## config.mk

```make
export PLATFORM = sky130hd
export DESIGN_NAME = jtag_tap_sampled
export DESIGN_NICKNAME = d
export VERILOG_FILES = /design/src/rtl/jtag_tap_sampled.sv
export SDC_FILE = /design/constraint.sdc
export NUM_CORES = 1
export LEC_CHECK = 0
export ABC_AREA = 1
export BUFFER_PORTS_ARGS = -buffer_cell sky130_fd_sc_hd__clkbuf_2
export CAP_MARGIN = 20
export CORE_ASPECT_RATIO = 1.1
export CORE_UTILIZATION = 25
export CTS_CLUSTER_DIAMETER = 40
export DETAILED_ROUTE_END_ITERATION = 8
export HOLD_SLACK_MARGIN = 0.15
export PLACE_DENSITY_LB_ADDON = 0.15
export SETUP_SLACK_MARGIN = 0.15
export SLEW_MARGIN = 20
export SYNTH_ARGS = -nofsm -noshare
export SYNTH_HDL_FRONTEND = slang
export SYNTH_SLANG_ARGS = --single-unit
```

## constraint.sdc

```tcl
create_clock -name clk_i -period 3.5 [get_ports clk_i]
set_clock_uncertainty 0.05 [all_clocks]
set_input_delay 0.525 -clock clk_i [delete_from_list [all_inputs] [get_ports clk_i]]
set_output_delay 0.525 -clock clk_i [all_outputs]
set_load 0.02 [all_outputs]
```

## src/rtl/jtag_tap_sampled.sv

```systemverilog
// jtag_tap_sampled
// IEEE 1149.1 TAP controller that runs entirely on the system clock. TCK is
// treated as data. Its rising and falling edges are detected in the clk_i
// domain and used as enables. The block provides:
//   - the 16-state TAP FSM
//   - an instruction register
//   - IDCODE, BYPASS and one 32-bit USER data register
// Opcodes other than IDCODE and USER select BYPASS.
//
// Ports:
//   clk_i          system clock (at least twice the TCK toggle rate)
//   rst_i          asynchronous active-high reset
//   jtag_tck_i     TCK level, already synchronous to clk_i
//   jtag_tms_i     TMS level
//   jtag_tdi_i     TDI level
//   jtag_trst_i    TRST, active-low, level-sensitive
//   jtag_tdo_o     TDO back to the bridge
//   tap_state_o    current TAP state (IEEE encoding)
//   ir_o           active instruction
//   user_dr_i      value captured into the USER DR in Capture-DR
//   user_dr_o      last value written through Update-DR with USER selected
//   user_update_o  one-cycle pulse when user_dr_o is written
module jtag_tap_sampled #(
  parameter int unsigned         IR_WIDTH     = 5,
  parameter logic [31:0]         IDCODE_VAL   = 32'h149511C3,
  parameter logic [IR_WIDTH-1:0] INSTR_IDCODE = IR_WIDTH'(1),
  parameter logic [IR_WIDTH-1:0] INSTR_USER   = IR_WIDTH'(8)
) (
  input  logic                clk_i,
  input  logic                rst_i,
  input  logic                jtag_tck_i,
  input  logic                jtag_tms_i,
  input  logic                jtag_tdi_i,
  input  logic                jtag_trst_i,
  output logic                jtag_tdo_o,
  output logic [3:0]          tap_state_o,
  output logic [IR_WIDTH-1:0] ir_o,
  input  logic [31:0]         user_dr_i,
  output logic [31:0]         user_dr_o,
  output logic                user_update_o
);

  typedef enum logic [3:0] {
    TLR      = 4'hF,
    RTI      = 4'hC,
    SEL_DR   = 4'h7,
    CAP_DR   = 4'h6,
    SH_DR    = 4'h2,
    EX1_DR   = 4'h1,
    PAUSE_DR = 4'h3,
    EX2_DR   = 4'h0,
    UPD_DR   = 4'h5,
    SEL_IR   = 4'h4,
    CAP_IR   = 4'hE,
    SH_IR    = 4'hA,
    EX1_IR   = 4'h9,
    PAUSE_IR = 4'hB,
    EX2_IR   = 4'h8,
    UPD_IR   = 4'hD
  } tap_state_t;

  tap_state_t          state;
  tap_state_t          next_state;
  logic                tck_q;
  logic                rise;
  logic                fall;
  logic [IR_WIDTH-1:0] ir_sr;
  logic [IR_WIDTH-1:0] ir;
  logic [31:0]         idcode_sr;
  logic [31:0]         user_sr;
  logic                bypass_sr;
  logic                tdo;
  logic [31:0]         user_dr;
  logic                user_update;
  logic                sel_idcode;
  logic                sel_user;
  logic                dr_lsb;

  // TCK edge detection in the clk_i domain.
  always_ff @(posedge clk_i or posedge rst_i) begin
    if (rst_i) begin
      tck_q <= 1'b0;
    end else begin
      tck_q <= jtag_tck_i;
    end
  end

  assign rise = jtag_tck_i & ~tck_q;
  assign fall = ~jtag_tck_i & tck_q;

  // The data register is selected by the active instruction only.
  assign sel_idcode = (ir == INSTR_IDCODE);
  assign sel_user   = (ir == INSTR_USER);

  // Standard 1149.1 next-state graph, indexed by TMS.
  always_comb begin
    next_state = TLR;
    case (state)
      TLR:      next_state = jtag_tms_i ? TLR    : RTI;
      RTI:      next_state = jtag_tms_i ? SEL_DR : RTI;
      SEL_DR:   next_state = jtag_tms_i ? SEL_IR : CAP_DR;
      CAP_DR:   next_state = jtag_tms_i ? EX1_DR : SH_DR;
      SH_DR:    next_state = jtag_tms_i ? EX1_DR : SH_DR;
      EX1_DR:   next_state = jtag_tms_i ? UPD_DR : PAUSE_DR;
      PAUSE_DR: next_state = jtag_tms_i ? EX2_DR : PAUSE_DR;
      EX2_DR:   next_state = jtag_tms_i ? UPD_DR : SH_DR;
      UPD_DR:   next_state = jtag_tms_i ? SEL_DR : RTI;
      SEL_IR:   next_state = jtag_tms_i ? TLR    : CAP_IR;
      CAP_IR:   next_state = jtag_tms_i ? EX1_IR : SH_IR;
      SH_IR:    next_state = jtag_tms_i ? EX1_IR : SH_IR;
      EX1_IR:   next_state = jtag_tms_i ? UPD_IR : PAUSE_IR;
      PAUSE_IR: next_state = jtag_tms_i ? EX2_IR : PAUSE_IR;
      EX2_IR:   next_state = jtag_tms_i ? UPD_IR : SH_IR;
      UPD_IR:   next_state = jtag_tms_i ? SEL_DR : RTI;
      default:  next_state = TLR;
    endcase
  end

  // TAP state register.
  // TRST wins over any TCK edge seen in the same cycle.
  always_ff @(posedge clk_i or posedge rst_i) begin
    if (rst_i) begin
      state <= TLR;
    end else if (!jtag_trst_i) begin
      state <= TLR;
    end else if (rise) begin
      state <= next_state;
    end else begin
      state <= state;
    end
  end

  // Capture and shift on TCK rise, based on the state before the transition.
  // Shift registers hold through TRST. A later scan always re-captures first.
  always_ff @(posedge clk_i or posedge rst_i) begin
    if (rst_i) begin
      ir_sr     <= '0;
      idcode_sr <= 32'h0000_0000;
      user_sr   <= 32'h0000_0000;
      bypass_sr <= 1'b0;
    end else if (jtag_trst_i && rise) begin
      case (state)
        CAP_IR: ir_sr <= {{(IR_WIDTH-2){1'b0}}, 2'b01};
        SH_IR:  ir_sr <= {jtag_tdi_i, ir_sr[IR_WIDTH-1:1]};
        CAP_DR: begin
          if (sel_idcode) begin
            idcode_sr <= IDCODE_VAL;
          end else if (sel_user) begin
            user_sr <= user_dr_i;
          end else begin
            bypass_sr <= 1'b0;
          end
        end
        SH_DR: begin
          if (sel_idcode) begin
            idcode_sr <= {jtag_tdi_i, idcode_sr[31:1]};
          end else if (sel_user) begin
            user_sr <= {jtag_tdi_i, user_sr[31:1]};
          end else begin
            bypass_sr <= jtag_tdi_i;
          end
        end
        default: begin
          ir_sr <= ir_sr;
        end
      endcase
    end else begin
      ir_sr <= ir_sr;
    end
  end

  // LSB of the selected data register, used as the TDO source in Shift-DR.
  always_comb begin
    dr_lsb = bypass_sr;
    if (sel_idcode) begin
      dr_lsb = idcode_sr[0];
    end else if (sel_user) begin
      dr_lsb = user_sr[0];
    end else begin
      dr_lsb = bypass_sr;
    end
  end

  // TDO launches on TCK fall in the shift states and holds everywhere else.
  always_ff @(posedge clk_i or posedge rst_i) begin
    if (rst_i) begin
      tdo <= 1'b0;
    end else if (!jtag_trst_i) begin
      tdo <= 1'b0;
    end else if (fall && (state == SH_DR)) begin
      tdo <= dr_lsb;
    end else if (fall && (state == SH_IR)) begin
      tdo <= ir_sr[0];
    end else begin
      tdo <= tdo;
    end
  end

  // Active instruction register.
  // It is forced to IDCODE in TLR. This includes the edge that enters TLR,
  // so ir_o and tap_state_o agree on every cycle.
  always_ff @(posedge clk_i or posedge rst_i) begin
    if (rst_i) begin
      ir <= INSTR_IDCODE;
    end else if (!jtag_trst_i) begin
      ir <= INSTR_IDCODE;
    end else if ((state == TLR) || (rise && (next_state == TLR))) begin
      ir <= INSTR_IDCODE;
    end else if (fall && (state == UPD_IR)) begin
      ir <= ir_sr;
    end else begin
      ir <= ir;
    end
  end

  // USER parallel output and its write strobe.
  // The value survives TRST and TLR; only rst_i clears it.
  always_ff @(posedge clk_i or posedge rst_i) begin
    if (rst_i) begin
      user_dr     <= 32'h0000_0000;
      user_update <= 1'b0;
    end else if (!jtag_trst_i) begin
      user_dr     <= user_dr;
      user_update <= 1'b0;
    end else if (fall && (state == UPD_DR) && sel_user) begin
      user_dr     <= user_sr;
      user_update <= 1'b1;
    end else begin
      user_dr     <= user_dr;
      user_update <= 1'b0;
    end
  end

  assign jtag_tdo_o    = tdo;
  assign tap_state_o   = state;
  assign ir_o          = ir;
  assign user_dr_o     = user_dr;
  assign user_update_o = user_update;

endmodule

```

==> flow_summary.toml, run 1 <==
[outcome]
status = "finished clean"

[drt]
antenna_left = 0
wire_per_inst_um = 13.13
routed_wl_mm = 12.65
drt_first_pass_iters = 7
num_vias = 4180
via_per_inst = 4.341
drc = 0
drt_iter0_drc = 276

[pwr]
p_per_area_nw_per_um2 = 539.2
power.leakage_nw = 3.380
ir_drop_mv = 0.3182

[setup_path]
r2r_cells = 7
r2r_slack_ns = 1.23
reg2reg_from = "tap_state_o[1]"
crit_path_end_kind = "flip-flop"
critPathLaunchType = "flip-flop"
critPathRequiredTime_ns = 3.77
r2r-end = "bypass_sr"
crit_type = "flip-flop to flip-flop"
arrival_ns = 2.54
crit_start = "tap_state_o[1]"
critPathMaxFanout = 30

[global_routing]
antenna_found_initial = 0
track_usage_pct = 13.04
grt_pass1_vias = 4124
grt_max_degree = 42
grt_pass1_wl_mm = 20.93
overflow = 0

[clocking]
root_buffer = "clkbuf_16"
hold_buffers = 0
postCtsSetupRepairBufs = 0
cts_max_level = 4
clk_pin_slew_worst_paths_ns = 0.05
cts_made_buffers = 17
cts.sinks = 114
cts_buffer_depth = 2
cts_resized = 0
clk_latency_ns = 0.41
cts_tree = "built"

[synth]
muxShareOfSynthArea_pct = 0
synth_fa_ha_area_share_pct = 0
synth_seq_cells = 114
synth_cells = 620
synth_ff_type = "dfrtp_1"
synth-edff-count = 0
syn_nets = 658
syn_area_um2 = 5066
yosys.area_share.simple_pct = 27.78
synth_cell_types = 25
synth.avg_cell_area_um2 = 8.171
synthXorXnorAreaFrac_pct = 0
async_reset_ff_share_pct = 100.0
synth_compound_area_share_pct = 8.644
synth_top_family_by_area = "simple AND/OR/NAND/NOR gates"
ys_seq_area_share_pct = 56.43
yosys_warnings = 0

[timing]
finalHoldViolCount = 0
period_minus_slack_ns = 2.275
hold_ws_ns = 0.2049
rsz0062_at_grt = "false"
finalSetupViolCount = 0
max_freq_mhz = 439.6
max_slew_margin_pct = 36.75
period_share_pct = 64.99
worst_slew_pin_slew_ns = 0.9467
drv_slew = 0
setup_tns_ns = 0

[cells_and_area]
drive_gt1_share_pct = 19.97
area_growth_pct = 24.72
fillers = 2164
diodes = 0
fin_nets = 736
finish.instance_area_um2 = 6319

[placed_design]
gp_congestion = 0.8596
placed_area_um2 = 5689
hpwlAfterDp_mm = 8.457
portBuffers = 80

[floorplanning]
die_area_um2 = 20840
die_w_um = 137.7
die_h_um = 151.3
initial_core_util_pct = 25.50
coreArea_um2 = 19860
ios = 81
row_count = 54

[min_path]
holdCritStartpoint = "jtag_tck_i"
hp-class = "primary input to flip-flop"
holdPathEnd = "tck_q"
min_path_cells = 1

[job]
maxCapViolCount = 0
-- placed cells by master, fill, tap and decap left out, types with 5 or more instances in the layout --
cell,n
nand2_1,240
dfrtp_1,109
clkbuf_2,80
nor2_1,65
inv_1,41
o21ai_0,34
nand3_1,30
a31oi_1,27
clkbuf_16,17
inv_2,8
buf_4,7
a21oi_1,5
dfstp_2,5
-- metal layers --
metal	GRT usage [%]	vias to the layer above	wire [um]
li1	-	2116	-
met5	0	-	0
met3	3.112	13	543
met4	4.891	0	165
met1	17.22	1966	6269
met2	20.55	85	5670
-- cells in the mapped netlist, types with 3 or more instances --
library cell	n	area share, %
inv_1	42	3.1
o21ai_1	3	0.30
inv_2	8	0.59
clkbuf_1	4	0.30
nor2_4	3	0.67
a31oi_1	27	3.3
nor2_2	4	0.49
a21oi_1	5	0.49
o22ai_1	3	0.37
buf_2	16	1.6
nand4_1	4	0.49
dfstp_2	5	2.6
o21ai_0	34	3.4
buf_4	6	0.89
nand3_1	30	3.0
buf_6	3	0.67
dfrtp_1	109	54
nand2_1	240	18
nor2_1	65	4.8
-- sequential cells by signal, summed over array words and instances (netlist names) --
| signal | flops |
|---|---|
| jtag_tdo_o | 1 |
| idcode_sr | 32 |
| ir_sr | 5 |
| tck_q | 1 |
| ir_o | 5 |
| user_dr_o | 32 |
| tap_state_o | 4 |
| user_update_o | 1 |
| bypass_sr | 1 |
| user_sr | 32 |
-- where the power goes --
group	internal (W)	switching, W	total, W
clock network	0.00124	0.000613	0.00186
logic	0.0000609	0.000117	0.000178
registers	0.00135	0.0000199	0.00137
total	0.00266	0.000750	0.00341
-- cell families after synthesis --
logic type / Yosys count
AND/OR/NAND/NOR: 350
flip-flops: 114
buffers and inverters: 79
AO/OA/AOI/OAI: 77
-- through the flow --
stage	std cells	power, W	setup WS [ns]	util, %
floorplan	620	0.001508	1.544	-
global placement	931	0.001576	1.158	28.64
detailed placement	931	0.001578	1.088	28.64
CTS	963	0.003457	1.174	31.81
global route	963	0.003551	1.039	31.81
finish	963	0.003407	1.225	31.81
-- critical path: stages, from the launching register on --
cell and delay (ns):
dfstp_2 0.61, inv_2 0.10, nor2_4 0.14, nand2_1 0.10, inv_2 0.38, buf_4 0.41, nand2_1 0.15, o21ai_0 0.21
-- cell type report --
class / instances / area [um^2] / share of cell area, %
multi-input cells: 427 / 1851 / 29.29
repair buffers: 88 / 473.0 / 7.485
clock inverters: 10 / 155.1 / 2.455
clock buffers: 22 / 474.2 / 7.505
well taps: 252 / 315.3 / 4.990
inverters: 50 / 191.4 / 3.030
flip-flops and latches: 114 / 2859 / 45.25
-- worst max path at each step --
stage                          to  slack (ns)  cells past startpoint
finish                  bypass_sr        1.23                      7
global placement      user_sr[27]        1.16                     10
CTS                     bypass_sr        1.17                      7
detailed placement  idcode_sr[31]        1.09                     10
global route        idcode_sr[31]        1.04                      7
floorplan               bypass_sr        1.54                      1
No activity file was read; power rests on OpenSTA's default activity.
==> inputs of run 2 (changes only) <==
==> constraint.sdc (replaced) <==
create_clock -name clk_i -period 2.1 [get_ports clk_i]
set_clock_uncertainty 0.05 [all_clocks]
set_input_delay 0.315 -clock clk_i [delete_from_list [all_inputs] [get_ports clk_i]]
set_output_delay 0.315 -clock clk_i [all_outputs]
set_load 0.02 [all_outputs]
==> run 2 against run 1 <==
Worst setup slack got worse by 0.99 ns. Via count rose by 6.1%. Highest routed layer unchanged. Maximum frequency grew 22%. Critical path type unchanged. Sequential power up 67%. Hold slack got worse by 0.0063 ns. Combinational power is 110% higher. Total power rose by 63%. Register-to-register slack worse by 0.99 ns. Die area unchanged. Sequential cell count is the same. First-iteration DRC count fell by 17%. Critical endpoint is now user_dr_o[29].
==> flow_summary.toml, run 2 (same netlist as run 1, synthesis figures left out) <==
[clocking]
cts_tree = "built"
cts_made_buffers = 17
root_buffer = "clkbuf_16"
cts.sinks = 114
cts_buffer_depth = 2
clk_pin_slew_worst_paths_ns = 0.06
clk_latency_ns = 0.41
cts_max_level = 4

[pwr]
p_switching_w = 0.001249
power.leakage_nw = 3.596
seqPwrFrac_pct = 41.1
ir_drop_mv = 0.5488
pwr-share-clk_pct = 52.3
combinationalPowerShare_pct = 6.6
p_sw_share_pct = 22.44
internal_power_w = 0.004319
p_per_area_nw_per_um2 = 810.1

[setup_path]
r2r-end = "user_dr_o[29]"
critPathRequiredTime_ns = 2.32
reg2reg_from = "tap_state_o[0]"
critPathLaunchType = "flip-flop"
critPathMaxFanout = 31
cp_slowest_cell = "dfstp_2"
crit_family = "flip-flops"
crit_type = "flip-flop to flip-flop"
r2r_cells = 8
crit_path_end_kind = "flip-flop"
crit_start = "tap_state_o[0]"
path_buf_inv = 2
path_cells = "inv_2, nor2_2, nand2_1, nor3_2, nand2_1, buf_4, nand2_1, o21ai_0"
cpMostUsedCell = "nand2_1"
max_stage_delay_ns = 0.62
crit_cells = 8
r2r_slack_ns = 0.24
arrival_ns = 2.09

[timing]
max_freq_mhz = 537.1
worst_slew_pin_slew_ns = 0.4906
rsz0062_at_grt = "true"
period_share_pct = 88.66
finalSetupViolCount = 0
setup_tns_ns = 0
max_slew_margin_pct = 67.22
drv_slew = 0
finalHoldViolCount = 0
period_minus_slack_ns = 1.862

[drt]
routed_wl_mm = 13.69
wire_per_inst_um = 13.56
num_vias = 4434
antenna_left = 0
drc = 0
via_per_inst = 4.390
drt_iter0_drc = 229
drt_first_pass_iters = 7

[cells_and_area]
final_common_cell = "nand2_1"
fin_util_pct = 34.61
diodes = 0
fillers = 2079
fin_nets = 783
drive_gt1_share_pct = 21.24
area_growth_pct = 35.69
mostFrequentLayoutCells = "nand2_1 (238), dfrtp_1 (109), clkbuf_2 (80)"

[floorplanning]
die_h_um = 151.3
ios = 81
initial_core_util_pct = 25.50
row_count = 54
die_w_um = 137.7
die_area_um2 = 20840
coreArea_um2 = 19860

[placed_design]
gp_congestion = 0.8950
hpwlAfterDp_mm = 8.513
portBuffers = 80

[outcome]
status = "finished clean"

[min_path]
holdCritStartpoint = "user_dr_i[30]"
hp-class = "primary input to flip-flop"
min_path_cells = 3
holdPathEnd = "user_sr[30]"

[global_routing]
track_usage_pct = 12.79
antenna_found_initial = 0
overflow = 0
grt_max_degree = 58
grt_pass1_wl_mm = 20.36
grt_pass1_vias = 4130

[job]
maxCapViolCount = 0
[run 2: worst register-to-register path, cell delays in order (launching register included)]
cell     delay, ns
dfstp_2       0.62
inv_2         0.08
nor2_2        0.15
nand2_1       0.11
nor3_2        0.12
nand2_1       0.14
buf_4         0.27
nand2_1       0.10
o21ai_0       0.08
[run 2: layout make-up]
type | count | area (um^2) | area share [%]
well taps | 252 | 315.3 | 4.587
repair buffers | 132 | 1016 | 14.78
flip-flops and latches | 114 | 2859 | 41.59
repair inverters | 3 | 22.52 | 0.3276
inverters | 50 | 202.7 | 2.949
clock inverters | 11 | 135.1 | 1.966
multi-input cells | 427 | 1863 | 27.10
clock buffers | 21 | 460.4 | 6.698
[run 2: how the worst max path moves through the flow]
stage / end
2_1_floorplan: bypass_sr
3_3_place_gp: idcode_sr[31]
3_5_place_dp: idcode_sr[13]
4_1_cts: idcode_sr[13]
5_1_grt: ir_o[1]
6_report: user_dr_o[29]
[run 2: what timing repair did]
item,CTS,global route
resized for setup,0,13
hold endpoints to repair,42,0
buffers inserted,0,5
hold buffers,32,0
setup endpoints to repair,0,74
[run 2: stage by stage]
stage | instances | setup WS, ns | total power (W) | cell area [um^2] | hold WS, ns
CTS | 998 | 0.1544 | 0.005640 | 6678 | 0.1917
global route | 1010 | 0.1136 | 0.005802 | 6874 | 0.2131
floorplan | 620 | 0.3537 | 0.002514 | 5070 | 0.2964
global placement | 934 | 0.1749 | 0.002630 | 5762 | 0.3022
finish | 1010 | 0.2381 | 0.005569 | 6874 | 0.1986
detailed placement | 934 | 0.1672 | 0.002635 | 5762 | 0.3141
[run 2: per-layer routing]
metal / vias up / wire [um] / share of wire [%] / global-route usage [%]
li1: 2224 / - / - / -
met1: 2072 / 6616 / 48 / 16.56
met2: 123 / 6280 / 46 / 20.18
met3: 15 / 629 / 4.6 / 3.681
met4: 0 / 163 / 1.2 / 4.565
met5: - / 0 / 0 / 0
[run 2: power by group through the flow]
stage / sequential, W / clock, W / combinational (W)
6_report: 0.00229 / 0.00291 / 0.000370
2_1_floorplan: 0.00232 / 0 / 0.000190
4_1_cts: 0.00229 / 0.00299 / 0.000358
3_3_place_gp: 0.00232 / 0 / 0.000308
5_1_grt: 0.00229 / 0.00309 / 0.000418
3_5_place_dp: 0.00233 / 0 / 0.000309
==> inputs of run 3 (changes only) <==
--- a/config.mk
+++ b/config.mk
@@ -5,7 +5,6 @@
 export SDC_FILE = /design/constraint.sdc
 export NUM_CORES = 1
 export LEC_CHECK = 0
-export ABC_AREA = 1
 export BUFFER_PORTS_ARGS = -buffer_cell sky130_fd_sc_hd__clkbuf_2
 export CAP_MARGIN = 20
 export CORE_ASPECT_RATIO = 1.1
==> run 3 against run 2 <==
Clock-buffer cell count decreased by 3. Sequential cell count is the same. Non-clock buffer count shrank 6. Via count decreased by 17%. Core utilization is 0.13 points lower. Cell count down 17%. Sequential power hardly changed. Synthesized cell count decreased by 26%. Combinational power decreased by 26%. Register-to-register slack about the same. Total power decreased by 2.4%. Highest routed layer unchanged. Die area shrank 1.5%.
==> flow_summary.toml, run 3 <==
[pwr]
internal_power_w = 0.004225
power.leakage_nw = 3.424
p_switching_w = 0.001208
pwr-share-clk_pct = 53.1
ir_drop_mv = 0.5295
p_per_area_nw_per_um2 = 813.8
finalPower_w = 0.005433
seqPwrFrac_pct = 41.8
p_sw_share_pct = 22.23
combinationalPowerShare_pct = 5.0

[setup_path]
critPathMaxFanout = 16
r2r_slack_ns = 0.24
crit_path_end = "user_dr_o[20]"
r2r-end = "user_dr_o[20]"
reg2reg_from = "tap_state_o[2]"
critPathRequiredTime_ns = 2.34
crit_start = "tap_state_o[2]"
crit_type = "flip-flop to flip-flop"
r2r_cells = 6
critPathLaunchType = "flip-flop"
crit_path_end_kind = "flip-flop"
arrival_ns = 2.10

[synth]
synth_common_cells = "dfrtp_1 (109), nand2_1 (93), o21ai_0 (70)"
synth-edff-count = 0
syn_area_um2 = 4991
async_reset_ff_share_pct = 100.0
synthTopCellsByArea = "dfrtp_1 (55%), mux2_2 (7.4%), o21ai_0 (7.0%), nand2_1 (7.0%), mux2i_1 (6.8%)"
synth_top_area_share_pct = 54.65
synth_cells = 460
syn_nets = 498
ys_seq_area_share_pct = 57.28
synth_cell_types = 42
synth_top_cell_by_area = "dfrtp_1"
yosys_warnings = 0
synth_seq_cells = 114
yosysMostFrequentCell = "dfrtp_1"
synth_ff_type = "dfrtp_1"
synth.avg_cell_area_um2 = 10.85

[timing]
setup_ws_ns = 0.2432
max_slew_margin_pct = 57.45
drv_slew = 0
period_minus_slack_ns = 1.857
worst_slew_pin_slew_ns = 0.6370
finalSetupViolCount = 0
finalHoldViolCount = 0
rsz0062_at_grt = "false"
period_share_pct = 88.42
max_freq_mhz = 538.6
setup_tns_ns = 0

[global_routing]
overflow = 0
track_usage_pct = 12.35
grt_max_degree = 65
grt_pass1_vias = 3766
grt_pass1_wl_mm = 19.21
antenna_found_initial = 0

[placed_design]
hpwlAfterDp_mm = 7.309
gp_congestion = 0.7855
portBuffers = 80
post-place-ws_ns = 0.1504
dp_cells = 774

[cells_and_area]
fillers = 1977
mostFrequentLayoutCells = "dfrtp_1 (109), nand2_1 (93), clkbuf_2 (80)"
diodes = 0
fin_nets = 614
final_common_cell = "dfrtp_1"
fin_util_pct = 34.48
final_cells = 836
drive_gt1_share_pct = 31.41
area_growth_pct = 33.77

[floorplanning]
die_h_um = 150.2
initial_core_util_pct = 25.78
die_w_um = 136.7
coreArea_um2 = 19360
die_area_um2 = 20530
row_count = 53
ios = 81

[clocking]
cts_made_buffers = 17
clk_pin_slew_worst_paths_ns = 0.05
cts_tree = "built"
cts.sinks = 114
clk_latency_ns = 0.41
root_buffer = "clkbuf_16"
cts_max_level = 4
cts_buffer_depth = 2

[drt]
wire_per_inst_um = 13.96
routed_wl_mm = 11.67
antenna_left = 0
via_per_inst = 4.402
drt_first_pass_iters = 5
num_vias = 3680
drc = 0
drt_iter0_drc = 185

[job]
maxCapViolCount = 0

[min_path]
hp-class = "primary input to flip-flop"

[outcome]
status = "finished clean"
==> run 3: cell types whose count changed after synthesis, sizes merged, moves of 34 or more <==
cell	delta
nand2	-149
nor2	-52
inv	-43
o21ai	+38
mux2	+35
mux2i	+34
==> run 3: power by group through the flow <==
stage          clock network, W  registers [W]  logic, W
4_1_cts                 0.00297        0.00228  0.000277
6_report                0.00289        0.00227  0.000274
5_1_grt                 0.00308        0.00228  0.000310
3_5_place_dp                  0        0.00232  0.000233
2_1_floorplan                 0        0.00231  0.000138
3_3_place_gp                  0        0.00232  0.000232
==> run 3: cells by family (layout without fill, tap and decap cells) <==
kind of cell           count (synthesis)  count (layout)  share of synthesized area, %
multiplexers                          69              69                         14.72
flip-flops                           114             114                         57.28
buffers and inverters                 36             165                         3.685
AND/OR/NAND/NOR                      148             148                         14.16
XOR/XNOR                               1               1                        0.1755
AO/OA/AOI/OAI                         92              92                         9.978
==> run 3: final cells by class <==
cell class	count	area, um^2	area share, %
clock buffers	18	429.2	6.428
clock inverters	14	162.7	2.436
inverters	7	30.03	0.4498
multi-input cells	310	1958	29.33
flip-flops and latches	114	2859	42.82
well taps	247	309.0	4.629
repair buffers	126	928.4	13.91
==> run 3: worst min-delay path by stage <==
stage,depth (start not counted),endpoint,start,slack (ns)
2_1_floorplan,0,tck_q,jtag_tck_i,0.30
6_report,3,user_sr[6],user_dr_i[6],0.16
3_3_place_gp,2,user_dr_o[21],rst_i,0.37
5_1_grt,3,user_sr[23],user_dr_i[23],0.16
4_1_cts,3,user_sr[6],user_dr_i[6],0.15
3_5_place_dp,2,user_dr_o[21],rst_i,0.38
==> run 3: what timing repair did <==
action,4_1_cts,5_1_grt
hold endpoints to repair,46,0
cloned,1,1
hold buffers,23,0
resized for setup,1,2
endpoints found under the setup margin,18,26
setup buffers,3,2
pin swaps,1,1
==> run 3: stage by stage <==
| step | cell area, um^2 | hold WS [ns] |
|---|---|---|
| 6_report | 6676 | 0.1649 |
| 3_5_place_dp | 5748 | 0.3833 |
| 3_3_place_gp | 5748 | 0.3749 |
| 5_1_grt | 6676 | 0.1644 |
| 2_1_floorplan | 4995 | 0.2964 |
| 4_1_cts | 6633 | 0.1510 |
==> run 3: routing by layer <==
layer / GRT usage [%] / share of wire (%) / up-vias
met4: 6.833 / 2.5 / 0
met2: 19.37 / 48 / 62
met3: 3.064 / 3.3 / 18
met1: 15.48 / 46 / 1780
li1: - / - / 1820
met5: 0 / 0 / -
==> run 3: worst max-delay path: stages, from the launching register on <==
cell and delay (ns):
dfstp_2 0.53, and2b_2 0.18, nand3_1 0.15, nor3_4 0.18, buf_12 0.14, buf_12 0.15
mux2_2 0.35
